==> src/rtl/hazard_ctrl.sv <==
// hazard_ctrl
//    Stall/flush sequencer for the 5-stage pipeline. Handles the hazards the
//    EX forwarding network cannot resolve:
//       - load-use bubbles
//       - multi-cycle MDU operations
//       - data-memory wait states
//       - EX branch/jump redirects
//    Also keeps a saturating stall-cycle counter and a sticky MDU timeout flag.
//
// Ports
//    clk, rst                      clock, asynchronous active-high reset
//    hazard_ctrl_id_*              source operands of the instruction in ID
//    hazard_ctrl_id2ex_*           destination / load flag of the instruction in EX
//    hazard_ctrl_ex_mdu_op_i       EX holds a mul/div
//    hazard_ctrl_ex_mdu_done_i     MDU result valid pulse
//    hazard_ctrl_ex_redirect_i     EX resolved a taken branch/jump
//    hazard_ctrl_mem_req_i/ready_i data memory handshake of the MEM instruction
//    hazard_ctrl_stall_*_o         hold enables for pc and pipeline registers
//    hazard_ctrl_flush_*_o         bubble-insert enables for pipeline registers
//    hazard_ctrl_mdu_start_o       one-cycle MDU launch pulse
//    hazard_ctrl_stall_cnt_o       saturating count of cycles with pc held
//    hazard_ctrl_mdu_timeout_o     sticky MDU timeout error
module hazard_ctrl #(
   parameter int REG_INDEX_SIZE = 5,
   parameter int MDU_TIMEOUT    = 64,
   parameter int CNT_W          = 32
) (
   input  logic                      clk,
   input  logic                      rst,
   input  logic [REG_INDEX_SIZE-1:0] hazard_ctrl_id_rs1_index_i,
   input  logic [REG_INDEX_SIZE-1:0] hazard_ctrl_id_rs2_index_i,
   input  logic                      hazard_ctrl_id_rs1_used_i,
   input  logic                      hazard_ctrl_id_rs2_used_i,
   input  logic [REG_INDEX_SIZE-1:0] hazard_ctrl_id2ex_rd_index_i,
   input  logic                      hazard_ctrl_id2ex_is_load_i,
   input  logic                      hazard_ctrl_ex_mdu_op_i,
   input  logic                      hazard_ctrl_ex_mdu_done_i,
   input  logic                      hazard_ctrl_ex_redirect_i,
   input  logic                      hazard_ctrl_mem_req_i,
   input  logic                      hazard_ctrl_mem_ready_i,
   output logic                      hazard_ctrl_stall_pc_o,
   output logic                      hazard_ctrl_stall_if2id_o,
   output logic                      hazard_ctrl_stall_id2ex_o,
   output logic                      hazard_ctrl_stall_ex2mem_o,
   output logic                      hazard_ctrl_flush_if2id_o,
   output logic                      hazard_ctrl_flush_id2ex_o,
   output logic                      hazard_ctrl_flush_ex2mem_o,
   output logic                      hazard_ctrl_flush_mem2wb_o,
   output logic                      hazard_ctrl_mdu_start_o,
   output logic [CNT_W-1:0]          hazard_ctrl_stall_cnt_o,
   output logic                      hazard_ctrl_mdu_timeout_o
);

   typedef enum logic [1:0] {IDLE, MDU_BUSY, MDU_HOLD} state_t;

   localparam logic [7:0] BUSY_LAST = 8'(MDU_TIMEOUT - 1);

   state_t     state, state_nxt;
   logic [7:0] busy_cnt, busy_cnt_nxt;
   logic       memw, lu;
   logic       mdu_stall, mdu_start, timeout_set;

   assign memw = hazard_ctrl_mem_req_i & ~hazard_ctrl_mem_ready_i;

   assign lu = hazard_ctrl_id2ex_is_load_i
             & (hazard_ctrl_id2ex_rd_index_i != '0)
             & ((hazard_ctrl_id_rs1_used_i & (hazard_ctrl_id_rs1_index_i == hazard_ctrl_id2ex_rd_index_i))
              | (hazard_ctrl_id_rs2_used_i & (hazard_ctrl_id_rs2_index_i == hazard_ctrl_id2ex_rd_index_i)));

   always_ff @(posedge clk or posedge rst) begin
      if (rst) begin
         state                     <= IDLE;
         busy_cnt                  <= '0;
         hazard_ctrl_mdu_timeout_o <= 1'b0;
      end else begin
         state    <= state_nxt;
         busy_cnt <= busy_cnt_nxt;
         if (timeout_set) hazard_ctrl_mdu_timeout_o <= 1'b1;
      end
   end

   always_comb begin
      state_nxt    = state;
      busy_cnt_nxt = busy_cnt;
      mdu_stall    = 1'b0;
      mdu_start    = 1'b0;
      timeout_set  = 1'b0;
      case (state)
         IDLE: begin
            if (hazard_ctrl_ex_mdu_op_i) begin
               mdu_stall = 1'b1;
               // Launch is deferred while MEM waits; the op simply stays in EX.
               if (!memw) begin
                  mdu_start    = 1'b1;
                  state_nxt    = MDU_BUSY;
                  busy_cnt_nxt = '0;
               end
            end
         end
         MDU_BUSY: begin
            busy_cnt_nxt = busy_cnt + 8'd1;
            if (hazard_ctrl_ex_mdu_done_i) begin
               // Result is captured in EX; if MEM is still waiting, hold it there.
               state_nxt = memw ? MDU_HOLD : IDLE;
            end else begin
               mdu_stall = 1'b1;
               if (busy_cnt == BUSY_LAST) begin
                  timeout_set = 1'b1;
                  state_nxt   = IDLE;
               end
            end
         end
         MDU_HOLD: begin
            if (memw) mdu_stall = 1'b1;
            else      state_nxt = IDLE;
         end
         default: state_nxt = IDLE;
      endcase
   end

   // Priority chain; reset forces every control low combinationally so the
   // pipeline sees a clean state without waiting for a clock edge.
   always_comb begin
      hazard_ctrl_stall_pc_o     = 1'b0;
      hazard_ctrl_stall_if2id_o  = 1'b0;
      hazard_ctrl_stall_id2ex_o  = 1'b0;
      hazard_ctrl_stall_ex2mem_o = 1'b0;
      hazard_ctrl_flush_if2id_o  = 1'b0;
      hazard_ctrl_flush_id2ex_o  = 1'b0;
      hazard_ctrl_flush_ex2mem_o = 1'b0;
      hazard_ctrl_flush_mem2wb_o = 1'b0;
      hazard_ctrl_mdu_start_o    = mdu_start & ~rst;
      if (!rst) begin
         if (memw) begin
            hazard_ctrl_stall_pc_o     = 1'b1;
            hazard_ctrl_stall_if2id_o  = 1'b1;
            hazard_ctrl_stall_id2ex_o  = 1'b1;
            hazard_ctrl_stall_ex2mem_o = 1'b1;
            hazard_ctrl_flush_mem2wb_o = 1'b1;
         end else if (mdu_stall) begin
            hazard_ctrl_stall_pc_o     = 1'b1;
            hazard_ctrl_stall_if2id_o  = 1'b1;
            hazard_ctrl_stall_id2ex_o  = 1'b1;
            hazard_ctrl_flush_ex2mem_o = 1'b1;
         end else if (hazard_ctrl_ex_redirect_i) begin
            hazard_ctrl_flush_if2id_o  = 1'b1;
            hazard_ctrl_flush_id2ex_o  = 1'b1;
         end else if (lu) begin
            hazard_ctrl_stall_pc_o     = 1'b1;
            hazard_ctrl_stall_if2id_o  = 1'b1;
            hazard_ctrl_flush_id2ex_o  = 1'b1;
         end
      end
   end

   always_ff @(posedge clk or posedge rst) begin
      if (rst) begin
         hazard_ctrl_stall_cnt_o <= '0;
      end else if (hazard_ctrl_stall_pc_o && (hazard_ctrl_stall_cnt_o != '1)) begin
         hazard_ctrl_stall_cnt_o <= hazard_ctrl_stall_cnt_o + 1'b1;
      end
   end

endmodule

==> config.mk <==
export PLATFORM = sky130hd
export DESIGN_NAME = hazard_ctrl
export DESIGN_NICKNAME = d
export VERILOG_FILES = /design/src/rtl/hazard_ctrl.sv
export SDC_FILE = /design/constraint.sdc
export NUM_CORES = 1
export LEC_CHECK = 0
export CELL_PAD_IN_SITES_DETAIL_PLACEMENT = 1
export CELL_PAD_IN_SITES_GLOBAL_PLACEMENT = 1
export CORE_UTILIZATION = 30
export CTS_CLUSTER_DIAMETER = 200
export CTS_CLUSTER_SIZE = 10
export DETAILED_ROUTE_END_ITERATION = 7
export PLACE_DENSITY_LB_ADDON = 0.1
export SETUP_SLACK_MARGIN = 0.05
export SYNTH_ARGS = -nofsm -noshare
export SYNTH_HDL_FRONTEND = slang
export SYNTH_SLANG_ARGS = --single-unit
==> constraint.sdc <==
create_clock -name clk -period 3 [get_ports clk]
set_input_delay 0.6 -clock clk [delete_from_list [all_inputs] [get_ports clk]]
set_output_delay 0.6 -clock clk [all_outputs]
set_load 0.05 [all_outputs]
* After elaboration in Yosys (flattened, before gate mapping)
Cells that the tools add are included.
** Word-level totals
- Bits in registers :: 43
- Input port bits :: 25
- Output and inout bits :: 42
- Logic and storage cells :: 70
** Cells by class
- Add/sub/neg operators :: 2
- Equality and inequality tests :: 10
- Multiplexer cells :: 39
- Bitwise operators :: 9
- Reduce and logical (&&, ||, !) cells :: 6
** Operators by type and width (number)
- 32-bit by 1-bit adder with 32-bit output, second input constant :: 1
- 32-bit inequality test, second input constant :: 1
- 1-bit two-way mux :: 28
- 8-bit two-way mux :: 2
- 8-bit case mux with 2 select lines :: 1
- 2-bit two-way mux :: 6
- 5-bit equality test :: 2
- 8-bit by 1-bit adder with 8-bit output, second input constant :: 1
- 8-bit by 6-bit equality test with 1-bit output, second input constant :: 1
- 1-bit AND :: 6
- 2-bit inequality test, second input constant :: 3
- 2-bit case mux with 3 select lines :: 1
- 5-bit nonzero test :: 1
- 4-bit AND reduction :: 1
- 3-bit inequality test, second input constant :: 1
- 1-bit case mux with 3 select lines :: 1
- 3-bit AND reduction :: 1
- 2-bit by 1-bit equality test with 1-bit output, second input constant :: 1
- 2-bit equality test, second input constant :: 1
- 2-bit zero test :: 1
- 1-bit NOT :: 2
- 2-bit nonzero test :: 1
- 1-bit logical AND :: 1
- 1-bit bitwise OR :: 1

* Depth between registers and ports, before layout
Gate-level depths: netlist (run 1).
- Depth in word-level cells :: 10
- Depth in mapped cells :: 8
- Gate-level depth less buffers :: 7

* Worst setup path after synthesis (run 1)
Ideal clock, no wire load.
- Path type :: input to output
- Start :: input port hazard_ctrl_ex_mdu_op_i
- End :: output port hazard_ctrl_stall_pc_o
- Data arrival time :: 2620 ps
- Data required time :: 2400 ps
- Path slack :: -220 ps
- Stages :: 6
- Path buffers :: 1
- Cell sequence :: nor2b_1 o21ai_0 a21oi_1 a41oi_1 inv_1 buf_4
** On the way
- Cells in the longest elaborated chain, start to end :: 5
** RTL lines
- from (decl) :: RTL line 36 : input logic hazard_ctrl_ex_mdu_op_i,
- 1-bit two-way mux :: RTL line 90 : if (hazard_ctrl_ex_mdu_op_i) begin
- 1-bit case mux with 3 select lines :: RTL line 88 : case (state)
- 1-bit two-way mux (3 in series)
- to (decl) :: RTL line 41 : output logic hazard_ctrl_stall_pc_o,
Every way passes these cells.

* Worst setup path in the final report (run 1)
- Start :: input port hazard_ctrl_id2ex_rd_index_i[4]
- End :: output port hazard_ctrl_stall_pc_o
** On the way
- Cells in the longest elaborated chain, start to end :: 9
- Elaborated cells between the ends (all ways) :: 13
- Those cells by class :: eq/ne (2); mux (5); bitwise (5); reduce/logical (1)
** RTL lines
- from (decl) :: RTL line 34 : input logic [REG_INDEX_SIZE-1:0] hazard_ctrl_id2ex_rd_index_i,
- 5-bit equality test, on equally long branches :: RTL line 67, 68
- 1-bit AND, on equally long branches :: RTL line 67, 68
- 1-bit bitwise OR :: RTL line 68 : | (hazard_ctrl_id_rs2_used_i & (hazard_ctrl_id_rs2_index_i == hazard_ctrl_id2ex_rd_index_i)));
- 1-bit AND (*) :: RTL line 67 : & ((hazard_ctrl_id_rs1_used_i & (hazard_ctrl_id_rs1_index_i == hazard_ctrl_id2ex_rd_index_i))
- 1-bit two-way mux (*) :: RTL line 148 : end else if (lu) begin
- 1-bit two-way mux (*) :: RTL line 145 : end else if (hazard_ctrl_ex_redirect_i) begin
- 1-bit two-way mux (*) :: RTL line 140 : end else if (mdu_stall) begin
- 1-bit two-way mux (*) :: RTL line 134 : if (memw) begin
- 1-bit two-way mux (*) :: RTL line 133 : if (!rst) begin
Every way passes the cells marked *; elsewhere a longest branch is shown, timed or not.

==> results of run 1 <==
[cells in the mapped netlist]
master     n  share of area
buf_2      2         0.0044
or3_1      1         0.0028
o2111a_1   1         0.0050
and2_1     2         0.0055
nand2b_1   1         0.0028
a41oi_1    1         0.0039
xor2_1    11          0.042
nand2_1   25          0.041
o311ai_0   1         0.0039
nor2_1    19          0.031
inv_1      9          0.015
nor4_1     5          0.014
nor3_1     4         0.0088
nor4_4     1         0.0094
clkbuf_1   1         0.0017
o31ai_1    1         0.0033
o41ai_1    1         0.0039
ha_1       2          0.011
a31o_2     1         0.0039
a21oi_2    1         0.0039
dfrtp_1   43           0.47
buf_4      2         0.0066
o21ai_0    8          0.018
and3_1     7          0.019
xnor2_1   31           0.12
nand3_1   18          0.040
nand3_4    1         0.0077
nor3_4     1         0.0072
a21oi_1    4         0.0088
or3b_4     1         0.0050
nand4_1   14          0.039
or4_1      2         0.0066
nand4_2    1         0.0055
o22ai_1    1         0.0028
nor2b_1    4          0.011
nor3_2     1         0.0044
a21o_1     1         0.0033
a31oi_1    2         0.0055
[per-layer routing]
layer	vias to the layer above	global-route usage
li1	955	-
met1	950	0.2018
met2	53	0.2741
met3	2	0.03693
met4	0	0.02597
met5	-	0
[cell type report]
cell class                      instances  area (µm²)
Fill cell                             856        4065
Multi-Input combinational cell        175        1145
Sequential cell                        43        1076
Timing Repair Buffer                   72       745.7
Tap cell                               99       123.9
Clock buffer                            6       82.58
Inverter                                9       37.54
Clock inverter                          2       16.27
[cell usage in the layout (no fill, tap or decap), types with 2 or more instances in the layout]
cell and n:
nor2b_1 4, inv_1 8, nor4_1 5, xor2_1 11, clkinvlp_4 2, o21ai_0 8, xnor2_1 31, and3_1 7
nand3_1 18, and2_1 2, clkbuf_8 6, nor2_1 19, buf_12 5, dfrtp_1 43, nand4_1 14, nor3_1 4
nand2_1 25, or4_1 2, ha_1 2, a21oi_2 2, clkdlybuf4s50_1 57, buf_4 10, a31oi_1 2, a21oi_1 3
[logic make-up (layout without fill, tap and decap cells)]
group / after synthesis / count (layout) / share of synthesized area
buffers and inverters: 14 / 89 / 0.02753
and+or+nand+nor: 108 / 108 / 0.2605
AOI/OAI and AO/OA: 23 / 23 / 0.06554
adders and majority gates: 2 / 2 / 0.01101
DFF: 43 / 43 / 0.4736
xor gates and xnor gates: 42 / 42 / 0.1619
[sequential cells by signal, summed over array words and instances (netlist names)]
register / flops
hazard_ctrl_stall_cnt_o: 32
state: 2
hazard_ctrl_mdu_timeout_o: 1
busy_cnt: 8
[report_power, final]
part           internal [mW]  switching, mW  total, mW  leakage (nW)
combinational          0.214          0.333      0.547         0.746
sequential             0.645         0.0975      0.743         0.578
clock                  0.188          0.211      0.399        0.0474
[path summary, 6_finish.rpt]
path	start	depth (start not counted)	slack, ns	end
max in group asynchronous	rst	3	1.62	hazard_ctrl_stall_cnt_o[0]
min in group asynchronous	rst	3	0.99	busy_cnt[3]
min reg2reg	hazard_ctrl_stall_cnt_o[31]	1	0.49	hazard_ctrl_stall_cnt_o[31]
max reg2reg	hazard_ctrl_stall_cnt_o[3]	7	0.78	hazard_ctrl_stall_cnt_o[28]
min	hazard_ctrl_stall_cnt_o[31]	1	0.49	hazard_ctrl_stall_cnt_o[31]
max	hazard_ctrl_id2ex_rd_index_i[4]	7	0.19	hazard_ctrl_stall_pc_o
[what timing repair did]
action,4_1_cts,5_1_grt
setup endpoints to repair,0,2
setup buffers,0,0
gates resized for setup,0,1
==> results.json, run 1 <==
{
  "die_h_um": 89.03,
  "grt_overflow": 0,
  "place_inst": 398,
  "netlist_area_um2": 2272,
  "rsz0062_at_grt": "no",
  "final_nets": 333,
  "ir_worst_vdd_mv": 0.3410,
  "arrival_ns": 2.21,
  "ios": 67,
  "first_global_vias": 1984,
  "die_x_um": 89.03,
  "drc_errors": 0,
  "hold_viol_final": 0,
  "run_status": "complete, no violations",
  "cts_hold_buf": 0,
  "p_total_mw": 1.689,
  "syn_avg_cell_area_um2": 9.794,
  "wl_met1_um": 2642,
  "synth_cell_types": 38,
  "routed.top_layer": "met4",
  "ant_nets": 0,
  "tns_ns": 0,
  "synth_warnings": 0,
  "place_ws_ns": 0.1130,
  "ys_seq_elements": 43,
  "routed-via-count": 1960,
  "tritoncts": "yes",
  "num_antenna_cells": 0,
  "path_clk_slew_ns": 0.08,
  "start_util": 0.3116,
  "crit_slowest_cell": "clkdlybuf4s50_1",
  "min_period_over_period": 0.9354,
  "area_delta_synth_final_pct": 42.02,
  "stdcell_area_um2": 3227,
  "drt-initial-drc-count": 38,
  "slowest_delay_ns": 0.55,
  "via_per_inst": 4.828,
  "first_pass_iters": 3,
  "finalWirelength_um": 5945,
  "whs_ns": 0.4903,
  "gp_congestion": 0.6928,
  "wl_per_cell_um": 14.64,
  "cts_sinks": 43,
  "fin_ws_ns": 0.1937,
  "core_um2": 7292,
  "port-buffer-count": 66,
  "critPathKind": "input port to output port",
  "cp_cell_sequence": "clkdlybuf4s50_1, xnor2_1, nand4_1, o22ai_1, a41oi_2, inv_1, buf_12",
  "dpl_cell_area_um2": 3120,
  "clockBufferDepth": 2,
  "worst_pin_slew_ns": 0.6064,
  "clk_latency_ns": 0.30,
  "maxCapViolations": 0,
  "crit_fanout": 3,
  "grt_pass1_wl_um": 9646,
  "grt_max_degree": 44,
  "syn_nets": 259,
  "setup_violations": 0,
  "start_kind": "input port",
  "powerDensity_nw_per_um2": 523.4,
  "timing.final.max_slew_violations": 0,
  "crit_buf_inv": 3,
  "antenna_found_initial": 0,
  "hpwlAfterDp_um": 4546,
  "power.leakage_nw": 1.371,
  "dr_wl_met3_um": 413,
  "cts_root_buf": "clkbuf_8",
  "ys_seq_area_frac": 0.4736,
  "worst_clock_skew_ns": 0.01330,
  "grt_use_total": 0.1570,
  "finalCriticalPeriod_ns": 2.806,
  "dr_wl_met2_um": 2869,
  "htreeDepth": 2,
  "hp-class": "register to register",
  "slew_headroom": 0.5926,
  "cp.required_ns": 2.40,
  "end_kind": "output port",
  "drive_above_1_share": 0.1107,
  "row_count": 31,
  "netlist_instances": 232,
  "cp_top_family": "buffers and inverters",
  "fmax_mhz": 356.3,
  "final_cells": 406,
  "cts_made_buffers": 5,
  "dieArea_um2": 7926,
  "fin_util": 0.4425
}
No activity file was read; power rests on OpenSTA's default activity.
==> run 2, diff against run 1 <==
--- a/config.mk
+++ b/config.mk
@@ -5,6 +5,7 @@
 export SDC_FILE = /design/constraint.sdc
 export NUM_CORES = 1
 export LEC_CHECK = 0
+export ABC_CLOCK_PERIOD_IN_PS = 3000
 export CELL_PAD_IN_SITES_DETAIL_PLACEMENT = 1
 export CELL_PAD_IN_SITES_GLOBAL_PLACEMENT = 1
 export CORE_UTILIZATION = 30
==> results of run 2 <==
The final DEF is identical to that of run 1; final timing and power are the same.
==> run 3, diff against run 2 <==
--- a/config.mk
+++ b/config.mk
@@ -5,7 +5,6 @@
 export SDC_FILE = /design/constraint.sdc
 export NUM_CORES = 1
 export LEC_CHECK = 0
-export ABC_CLOCK_PERIOD_IN_PS = 3000
 export CELL_PAD_IN_SITES_DETAIL_PLACEMENT = 1
 export CELL_PAD_IN_SITES_GLOBAL_PLACEMENT = 1
 export CORE_UTILIZATION = 30
@@ -14,6 +13,7 @@
 export DETAILED_ROUTE_END_ITERATION = 7
 export PLACE_DENSITY_LB_ADDON = 0.1
 export SETUP_SLACK_MARGIN = 0.05
+export SLEW_MARGIN = 20
 export SYNTH_ARGS = -nofsm -noshare
 export SYNTH_HDL_FRONTEND = slang
 export SYNTH_SLANG_ARGS = --single-unit
==> results of run 3 <==
The final DEF is identical to that of run 1; final timing and power are the same.
